==> config.mk <==
export PLATFORM = sky130hd
export DESIGN_NAME = axis_pkt_gen
export DESIGN_NICKNAME = d
export VERILOG_FILES = /design/src/rtl/axis_pkt_pkg.sv /design/src/rtl/axis_pkt_payload.sv /design/src/rtl/axis_pkt_gen.sv
export SDC_FILE = /design/constraint.sdc
export NUM_CORES = 1
export LEC_CHECK = 0
export BUFFER_PORTS_ARGS = -buffer_cell sky130_fd_sc_hd__buf_2
export CORE_MARGIN = 1.5
export CORE_UTILIZATION = 63
export CTS_BUF_LIST = sky130_fd_sc_hd__clkbuf_8
export DETAILED_ROUTE_END_ITERATION = 12
export PLACE_DENSITY = 0.88
export SYNTH_ARGS = -nofsm -noshare
export SYNTH_HDL_FRONTEND = slang
export SYNTH_HIERARCHICAL = 1
export SYNTH_SLANG_ARGS = --single-unit
==> constraint.sdc <==
create_clock -name aclk -period 4.55 [get_ports aclk]
set_clock_uncertainty 0.15 [all_clocks]
set_input_delay 0.91 -clock aclk [delete_from_list [all_inputs] [get_ports aclk]]
set_output_delay 0.91 -clock aclk [all_outputs]
set_load 0.02 [all_outputs]
==> src/rtl/axis_pkt_pkg.sv <==
// axis_pkt_gen shared types: FSM encoding, default widths, LFSR taps.
// Optional build macro: AXIS_PKT_GEN_LFSR_EN (LFSR payload).
package axis_pkt_pkg;

  typedef enum logic [1:0] {
    IDLE = 2'd0,
    SEND = 2'd1,
    GAP  = 2'd2
  } state_t;

  localparam int DEF_DATA_W = 8;
  localparam int DEF_LEN_W  = 8;
  localparam int DEF_CNT_W  = 8;
  localparam int DEF_GAP_W  = 4;

  // Fibonacci taps 8,6,5,4 as a bit mask
  localparam logic [7:0] LFSR_TAPS8 = 8'hB8;

  function automatic logic [31:0] lfsr_taps(input int w);
    case (w)
      16:      return 32'h0000_B400;
      32:      return 32'h8020_0003;
      default: return 32'(LFSR_TAPS8);
    endcase
  endfunction

endpackage

==> src/rtl/axis_pkt_payload.sv <==
// Payload register: seed load, then advance once per accepted beat.
// AXIS_PKT_GEN_LFSR_EN selects an LFSR instead of the incrementer.
module axis_pkt_payload
  import axis_pkt_pkg::*;
#(
  parameter int DATA_WIDTH = DEF_DATA_W
) (
  input  logic                  aclk,
  input  logic                  areset,
  input  logic                  load,
  input  logic                  en,
  input  logic [DATA_WIDTH-1:0] seed,
  output logic [DATA_WIDTH-1:0] data
);

  logic [DATA_WIDTH-1:0] seed_v;
  logic [DATA_WIDTH-1:0] next_v;

`ifdef AXIS_PKT_GEN_LFSR_EN
  localparam logic [DATA_WIDTH-1:0] TAPS =
    DATA_WIDTH'(lfsr_taps(DATA_WIDTH));

  // all-zero state would lock the LFSR
  assign seed_v = (seed == '0) ? DATA_WIDTH'(1) : seed;
  assign next_v = {data[DATA_WIDTH-2:0], ^(data & TAPS)};
`else
  assign seed_v = seed;
  assign next_v = data + 1'b1;
`endif

  always_ff @(posedge aclk) begin
    if (areset) begin
      data <= '0;
    end else if (load) begin
      data <= seed_v;
    end else if (en) begin
      data <= next_v;
    end
  end

endmodule

==> src/rtl/axis_pkt_gen.sv <==
// AXI4-Stream burst packet generator (master side).
// Build option AXIS_PKT_GEN_LFSR_EN switches payload to an LFSR.
module axis_pkt_gen
  import axis_pkt_pkg::*;
#(
  parameter int DATA_WIDTH = DEF_DATA_W,
  parameter int LEN_W      = DEF_LEN_W,
  parameter int CNT_W      = DEF_CNT_W,
  parameter int GAP_W      = DEF_GAP_W
) (
  input  logic                  aclk,
  input  logic                  areset,
  input  logic                  start,
  input  logic [LEN_W-1:0]      cfg_len,
  input  logic [CNT_W-1:0]      cfg_num,
  input  logic [GAP_W-1:0]      cfg_gap,
  input  logic [DATA_WIDTH-1:0] cfg_seed,
  output logic                  busy,
  output logic                  done,
  output logic [CNT_W-1:0]      pkt_count,
  output logic [DATA_WIDTH-1:0] m_tdata,
  output logic                  m_tvalid,
  input  logic                  m_tready,
  output logic                  m_tlast
);

  state_t           state;
  logic [LEN_W-1:0] len_q;
  logic [LEN_W-1:0] beat;
  logic [CNT_W-1:0] num_q;
  logic [GAP_W-1:0] gap_q;
  logic [GAP_W-1:0] gap_cnt;

  logic accept;
  logic load;
  logic last_pkt;

  assign accept   = m_tvalid & m_tready;
  assign load     = (state == IDLE) & start;
  assign last_pkt = (pkt_count == num_q - 1'b1);

  axis_pkt_payload #(
    .DATA_WIDTH(DATA_WIDTH)
  ) u_payload (
    .aclk  (aclk),
    .areset(areset),
    .load  (load),
    .en    (accept),
    .seed  (cfg_seed),
    .data  (m_tdata)
  );

  always_ff @(posedge aclk) begin
    if (areset) begin
      state     <= IDLE;
      m_tvalid  <= 1'b0;
      m_tlast   <= 1'b0;
      busy      <= 1'b0;
      done      <= 1'b0;
      pkt_count <= '0;
      len_q     <= '0;
      num_q     <= '0;
      gap_q     <= '0;
      gap_cnt   <= '0;
      beat      <= '0;
    end else begin
      done <= 1'b0;
      unique case (state)
        IDLE: begin
          if (start) begin
            len_q <= cfg_len;
            num_q <= cfg_num;
            gap_q <= cfg_gap;
            beat  <= '0;
            if (cfg_num == '0) begin
              done <= 1'b1;
            end else begin
              state     <= SEND;
              busy      <= 1'b1;
              m_tvalid  <= 1'b1;
              m_tlast   <= (cfg_len == '0);
              pkt_count <= '0;
            end
          end
        end
        SEND: begin
          if (accept) begin
            if (m_tlast) begin
              pkt_count <= pkt_count + 1'b1;
              beat      <= '0;
              if (last_pkt) begin
                state    <= IDLE;
                busy     <= 1'b0;
                done     <= 1'b1;
                m_tvalid <= 1'b0;
                m_tlast  <= 1'b0;
              end else if (gap_q != '0) begin
                state    <= GAP;
                gap_cnt  <= gap_q - 1'b1;
                m_tvalid <= 1'b0;
                m_tlast  <= 1'b0;
              end else begin
                m_tlast <= (len_q == '0);
              end
            end else begin
              beat    <= beat + 1'b1;
              m_tlast <= (beat + 1'b1 == len_q);
            end
          end
        end
        GAP: begin
          if (gap_cnt == '0) begin
            state    <= SEND;
            m_tvalid <= 1'b1;
            m_tlast  <= (len_q == '0);
          end else begin
            gap_cnt <= gap_cnt - 1'b1;
          end
        end
        default: state <= IDLE;
      endcase
    end
  end

endmodule

# == After elaboration in Yosys (flattened, before gate mapping) ==
# Index checks and enable logic that the tools add are counted.
# totals
output_inout_bits,20
input_bits,32
mem_bits_ro,0
latch_bits,0
ramBits,0
regBits,54
memories,0
wordCells,103
# classes
muxes,51
eq_ne,14
div,0
n_addsub,6
mul,0
reduce_logical,18
magnitude_cmp,0
shifts,0
bitwise_logic,2
# op_table
op,count
$mux W8,9
$pmux W8 S2,2
$add A8 B1 Y8 const B,3
$logic_not A8 Y1,3
$mux W1,22
$mux W4,5
$ne A2 B2 Y1 const B,9
$reduce_and A6 Y1,3
$eq A8 B8 Y1,2
$mux W2,7
$reduce_and A5 Y1,2
$pmux W4 S2,1
$sub A4 B1 Y4 const B,2
$sub A8 B1 Y8 const B,1
$reduce_and A7 Y1,1
$pmux W1 S3,2
$pmux W2 S3,1
$reduce_bool A2 Y1,3
$logic_not A4 Y1,1
$pmux W1 S2,2
$reduce_bool A4 Y1,1
$ne A3 B3 Y1 const B,1
$reduce_and A3 Y1,1
$reduce_bool A3 Y1,1
other kinds (5),6

# == Longest topological paths before layout ==
# depth
word_depth,6
mapped_depth,9
depth_no_buf,8

# == Modules after synthesis ==
# Netlist, hierarchy kept.
# modules_own_cells
module,area_each_um2,cells_each,instances,seq_area_each_um2
axis_pkt_gen,2638.8,337,1,920.9
axis_pkt_payload,464.2,53,1,160.2

# == Worst setup path after synthesis ==
# No wires, ideal clock.
# synth_path
path_type,register to register
start,register num_q[0]
end,register gap_cnt[2]
setup_ns,0.144
n_path_buf,0
stages_incl_launch_ff,9
synth_period_minus_slack_ns,2.703
required_ns,4.256
setup_slack_ns,1.847
t_arrival_ns,2.409
path_cell_list,dfxtp_1 > inv_1 > ha_1 > or3b_1 > or4_4 > a2111oi_4 > o2111ai_2 > a32oi_1 > o221ai_1
# synth_between
elab_chain_len,4
# synth_lines
item,line,text
start: declaration,axis_pkt_gen.sv:30,logic [CNT_W-1:0] num_q;
start signal: assignment,axis_pkt_gen.sv:72,num_q <= cfg_num;
$sub A8 B1 Y8,axis_pkt_gen.sv:40,assign last_pkt = (pkt_count == num_q - 1'b1);
$eq A8 B8 Y1,axis_pkt_gen.sv:40,
$ne A2 B2 Y1 (no line),--,
$reduce_and A6 Y1 (no line),--,
end signal: assignment,axis_pkt_gen.sv:99,gap_cnt <= gap_q - 1'b1;
end signal: assignment,axis_pkt_gen.sv:117,gap_cnt <= gap_cnt - 1'b1;
end: declaration,axis_pkt_gen.sv:32,logic [GAP_W-1:0] gap_cnt;
# Every way passes these cells.
# A chain may end at the register's enable or synchronous reset.

# == Worst setup path after layout ==
# layout_path
start,register num_q[0]
end,register state[1]
# layout_between
elab_chain_len,6
elab_cells_between_ends,8
classes_between,add/sub: 1; eq/ne: 2; mux: 4; reduce/logical: 1
# layout_lines
item,line,text
$sub A8 B1 Y8 (*),axis_pkt_gen.sv:40,
$eq A8 B8 Y1 (*),axis_pkt_gen.sv:40,
$mux W2,axis_pkt_gen.sv:91,if (last_pkt) begin
$mux W2,axis_pkt_gen.sv:88,if (m_tlast) begin
$mux W2,axis_pkt_gen.sv:87,if (accept) begin
$pmux W2 S3,axis_pkt_gen.sv:68,unique case (state)
end signal: assignment,axis_pkt_gen.sv:78,state <= SEND;
end signal: assignment,axis_pkt_gen.sv:92,state <= IDLE;
end signal: assignment,axis_pkt_gen.sv:98,state <= GAP;
end: declaration,axis_pkt_gen.sv:27,state_t state;
# Mark *: on every way between the ends. The rest lies on a longest branch, timed or not. The select of a mux whose other input is x is not followed.

==> flow_summary.json <==
{
  "core.rowCount": 25,
  "synth_most_common_cell": "dfxtp_1",
  "cts_tree": "yes",
  "overflow": 0,
  "p_total_uw": 1625,
  "dp_hpwl_mm": 5.072,
  "coreArea_mm2": 0.004723,
  "avgSynthCellArea_um2": 7.956,
  "min_path_type": "flip-flop to flip-flop",
  "synth_fp_nets": 431,
  "cts_root_buffer": "clkbuf_8",
  "internal_power_uw": 940.9,
  "cts.sinks": 54,
  "post_cts_buffers": 0,
  "vias_per_cell": 5.893,
  "crit_path_end_kind": "flip-flop",
  "num-fill-cells": 366,
  "cellPowerDensity_mw_per_mm2": 466.2,
  "async_reset_ff_frac": 0,
  "switching_share": 0.4208,
  "antenna_cells": 0,
  "drtPass1Iterations": 4,
  "routedWlPerCell_um": 14.26,
  "synth-compound-area-share": 0.2069,
  "clockBufferDepth": 2,
  "run_status": "finished, final reports clean",
  "relSlewSlack": 0.4401,
  "ctsHoldBuffers": 0,
  "drive_gt1_frac": 0.1651,
  "path_clk_slew_ns": 0.10,
  "yosys-top-cells-area": "dfxtp_1 35%, a21oi_1 6.9%, nand2_1 6.2%",
  "io_pins": 52,
  "cp.required_ns": 4.62,
  "layout.nets": 476,
  "p_clk_frac": 0.171,
  "drt_iter0_markers": 170,
  "die-area_mm2": 0.005355,
  "finalCritPeriodShare": 0.6693,
  "fmax_mhz": 328.4,
  "synth-simple-area-share": 0.2645,
  "arrival_ns": 3.12,
  "start_util": 0.6570,
  "gp_congestion": 0.8770,
  "start_kind": "flip-flop",
  "seq_area_frac_synth": 0.3484,
  "synthesis.area_mm2": 0.003103,
  "cts_resized": 0,
  "path_class": "flip-flop to flip-flop",
  "synth-xor-area-share": 0.07621,
  "ant_nets": 0,
  "grt_usage": 0.2874,
  "drc_errors": 0,
  "synthAdderAreaFrac": 0.03629,
  "combPwrFrac": 0.428,
  "worst_slew_pin_slew_ns": 0.8398,
  "synth_warnings": 6,
  "synth_common_cells": "54 x dfxtp_1, 51 x nand2_1, 43 x a21oi_1",
  "synth_flop_cell": "dfxtp_1",
  "via_count": 2964,
  "crit_fanout": 5,
  "layout.cells.non_filler": 503,
  "tns_ns": 0,
  "fp.dieH_um": 73.18,
  "ys_types": 52,
  "synth_seq_cells": 54,
  "synthMuxAreaShare": 0.02298,
  "area_delta_synth_final_pct": 12.30,
  "power_leakage_uw": 0.001356,
  "synth_cells": 390,
  "synth_top_area_share": 0.3484,
  "htreeDepth": 2,
  "p_sw_uw": 683.6,
  "grt_max_degree": 49,
  "grt_pass1_vias": 2782,
  "cts_buffers": 5,
  "port_buffers": 51,
  "setup_viol": 0,
  "die-width_um": 73.18,
  "maxCapViolCount": 0,
  "period_needed_ns": 3.045,
  "synth-edff-count": 0,
  "drv_slew": 0,
  "dp.cells": 495,
  "finalHoldViolations": 0,
  "antenna_found_initial": 0,
  "ir_worst_vdd_uv": 275.0,
  "clock_latency_ns": 0.31,
  "synth.largest_area_cell": "dfxtp_1",
  "synth_top_family_by_area": "simple AND/OR/NAND/NOR gates",
  "rsz0062_at_grt": "false",
  "grt_pass1_wl_mm": 12.14,
  "drt_wl_total_mm": 7.173,
  "seq_power_share": 0.401
}
[cell type report]
| type | count | area (um2) | area share |
|---|---|---|---|
| Inverter | 19 | 71.32 | 0.02047 |
| Clock inverter | 2 | 12.51 | 0.003591 |
| Timing Repair Buffer | 53 | 270.3 | 0.07756 |
| Tap cell | 67 | 83.83 | 0.02406 |
| Sequential cell | 54 | 1081 | 0.3102 |
| Multi-Input combinational cell | 302 | 1883 | 0.5404 |
| Clock buffer | 6 | 82.58 | 0.02370 |
[layout by cell type (no fill, tap or decap), types with 5 or more instances in the layout]
| cell | instances |
|---|---|
| nor2_1 | 28 |
| nand3_1 | 14 |
| o211ai_1 | 8 |
| o21ai_0 | 15 |
| nand2_1 | 51 |
| buf_2 | 51 |
| nand2b_1 | 5 |
| nor4_1 | 8 |
| mux2i_1 | 6 |
| nand3b_1 | 7 |
| nor3b_1 | 5 |
| ha_1 | 9 |
| xnor2_1 | 17 |
| nor3_1 | 8 |
| inv_1 | 19 |
| nand4_1 | 6 |
| a21oi_1 | 43 |
| dfxtp_1 | 54 |
| xor2_1 | 10 |
| clkbuf_8 | 6 |
| or4_1 | 7 |
[final timing paths]
kind                                from  endpoint  slack [ns]  cells after the start
worst max-delay path            num_q[0]  state[1]        1.50                      8
worst min-delay path            num_q[7]  num_q[7]        0.32                      2
worst max register to register  num_q[0]  state[1]        1.50                      8
worst min register to register  num_q[7]  num_q[7]        0.32                      2
[cells by family (layout without fill, tap and decap cells)]
kind of cell | Yosys count | after routing
XOR/XNOR | 27 | 27
multiplexers | 7 | 7
adder cells (fa/ha/maj) | 9 | 9
buffers and inverters | 34 | 80
flip-flops | 54 | 54
AND/OR/NAND/NOR | 161 | 161
AO/OA/AOI/OAI | 98 | 98
[power groups by stage]
stage | sequential (uW) | combinational [uW] | clock (uW)
after floorplan | 674 | 495 | 0
after CTS | 647 | 688 | 284
final | 651 | 695 | 278
after global routing | 663 | 770 | 301
after global placement | 655 | 657 | 0
after detailed placement | 659 | 677 | 0
[per-stage QoR]
step | setup slack [ns] | instance area [um2] | hold WS (ns) | utilization
floorplan | 1.847 | 3103 | 0.2940 | -
global placement | 1.736 | 3390 | 0.3105 | 0.7176
detailed placement | 1.617 | 3390 | 0.3179 | 0.7176
CTS | 1.509 | 3485 | 0.3309 | 0.7377
global route | 1.366 | 3485 | 0.3581 | 0.7377
finish | 1.505 | 3485 | 0.3245 | 0.7377
[metal layers]
metal	track usage	wire length [um]	up-vias	part of all wire
li1	-	-	1485	-
met1	0.3682	3224	1383	0.45
met2	0.4778	3482	83	0.49
met3	0.04696	350	13	0.049
met4	0.1195	116	0	0.016
met5	0	0	-	0
[sequential cells by signal, summed over array words and instances, names as in the netlist]
register and count:
m_tvalid 1, gap_q 4, u_payload/data 8, num_q 8
m_tlast 1, gap_cnt 4, busy 1, len_q 8
done 1, pkt_count 8, state 2, beat 8
[critical path, stage by stage, from the launching register on]
cell and delay (ns):
dfxtp_1 0.35, inv_1 0.07, ha_1 0.21, or3b_1 0.39
or4_4 0.51, a2111oi_4 0.45, o211ai_2 0.23, a21oi_2 0.30
mux2i_1 0.29
No activity file was read; power rests on OpenSTA's default activity.
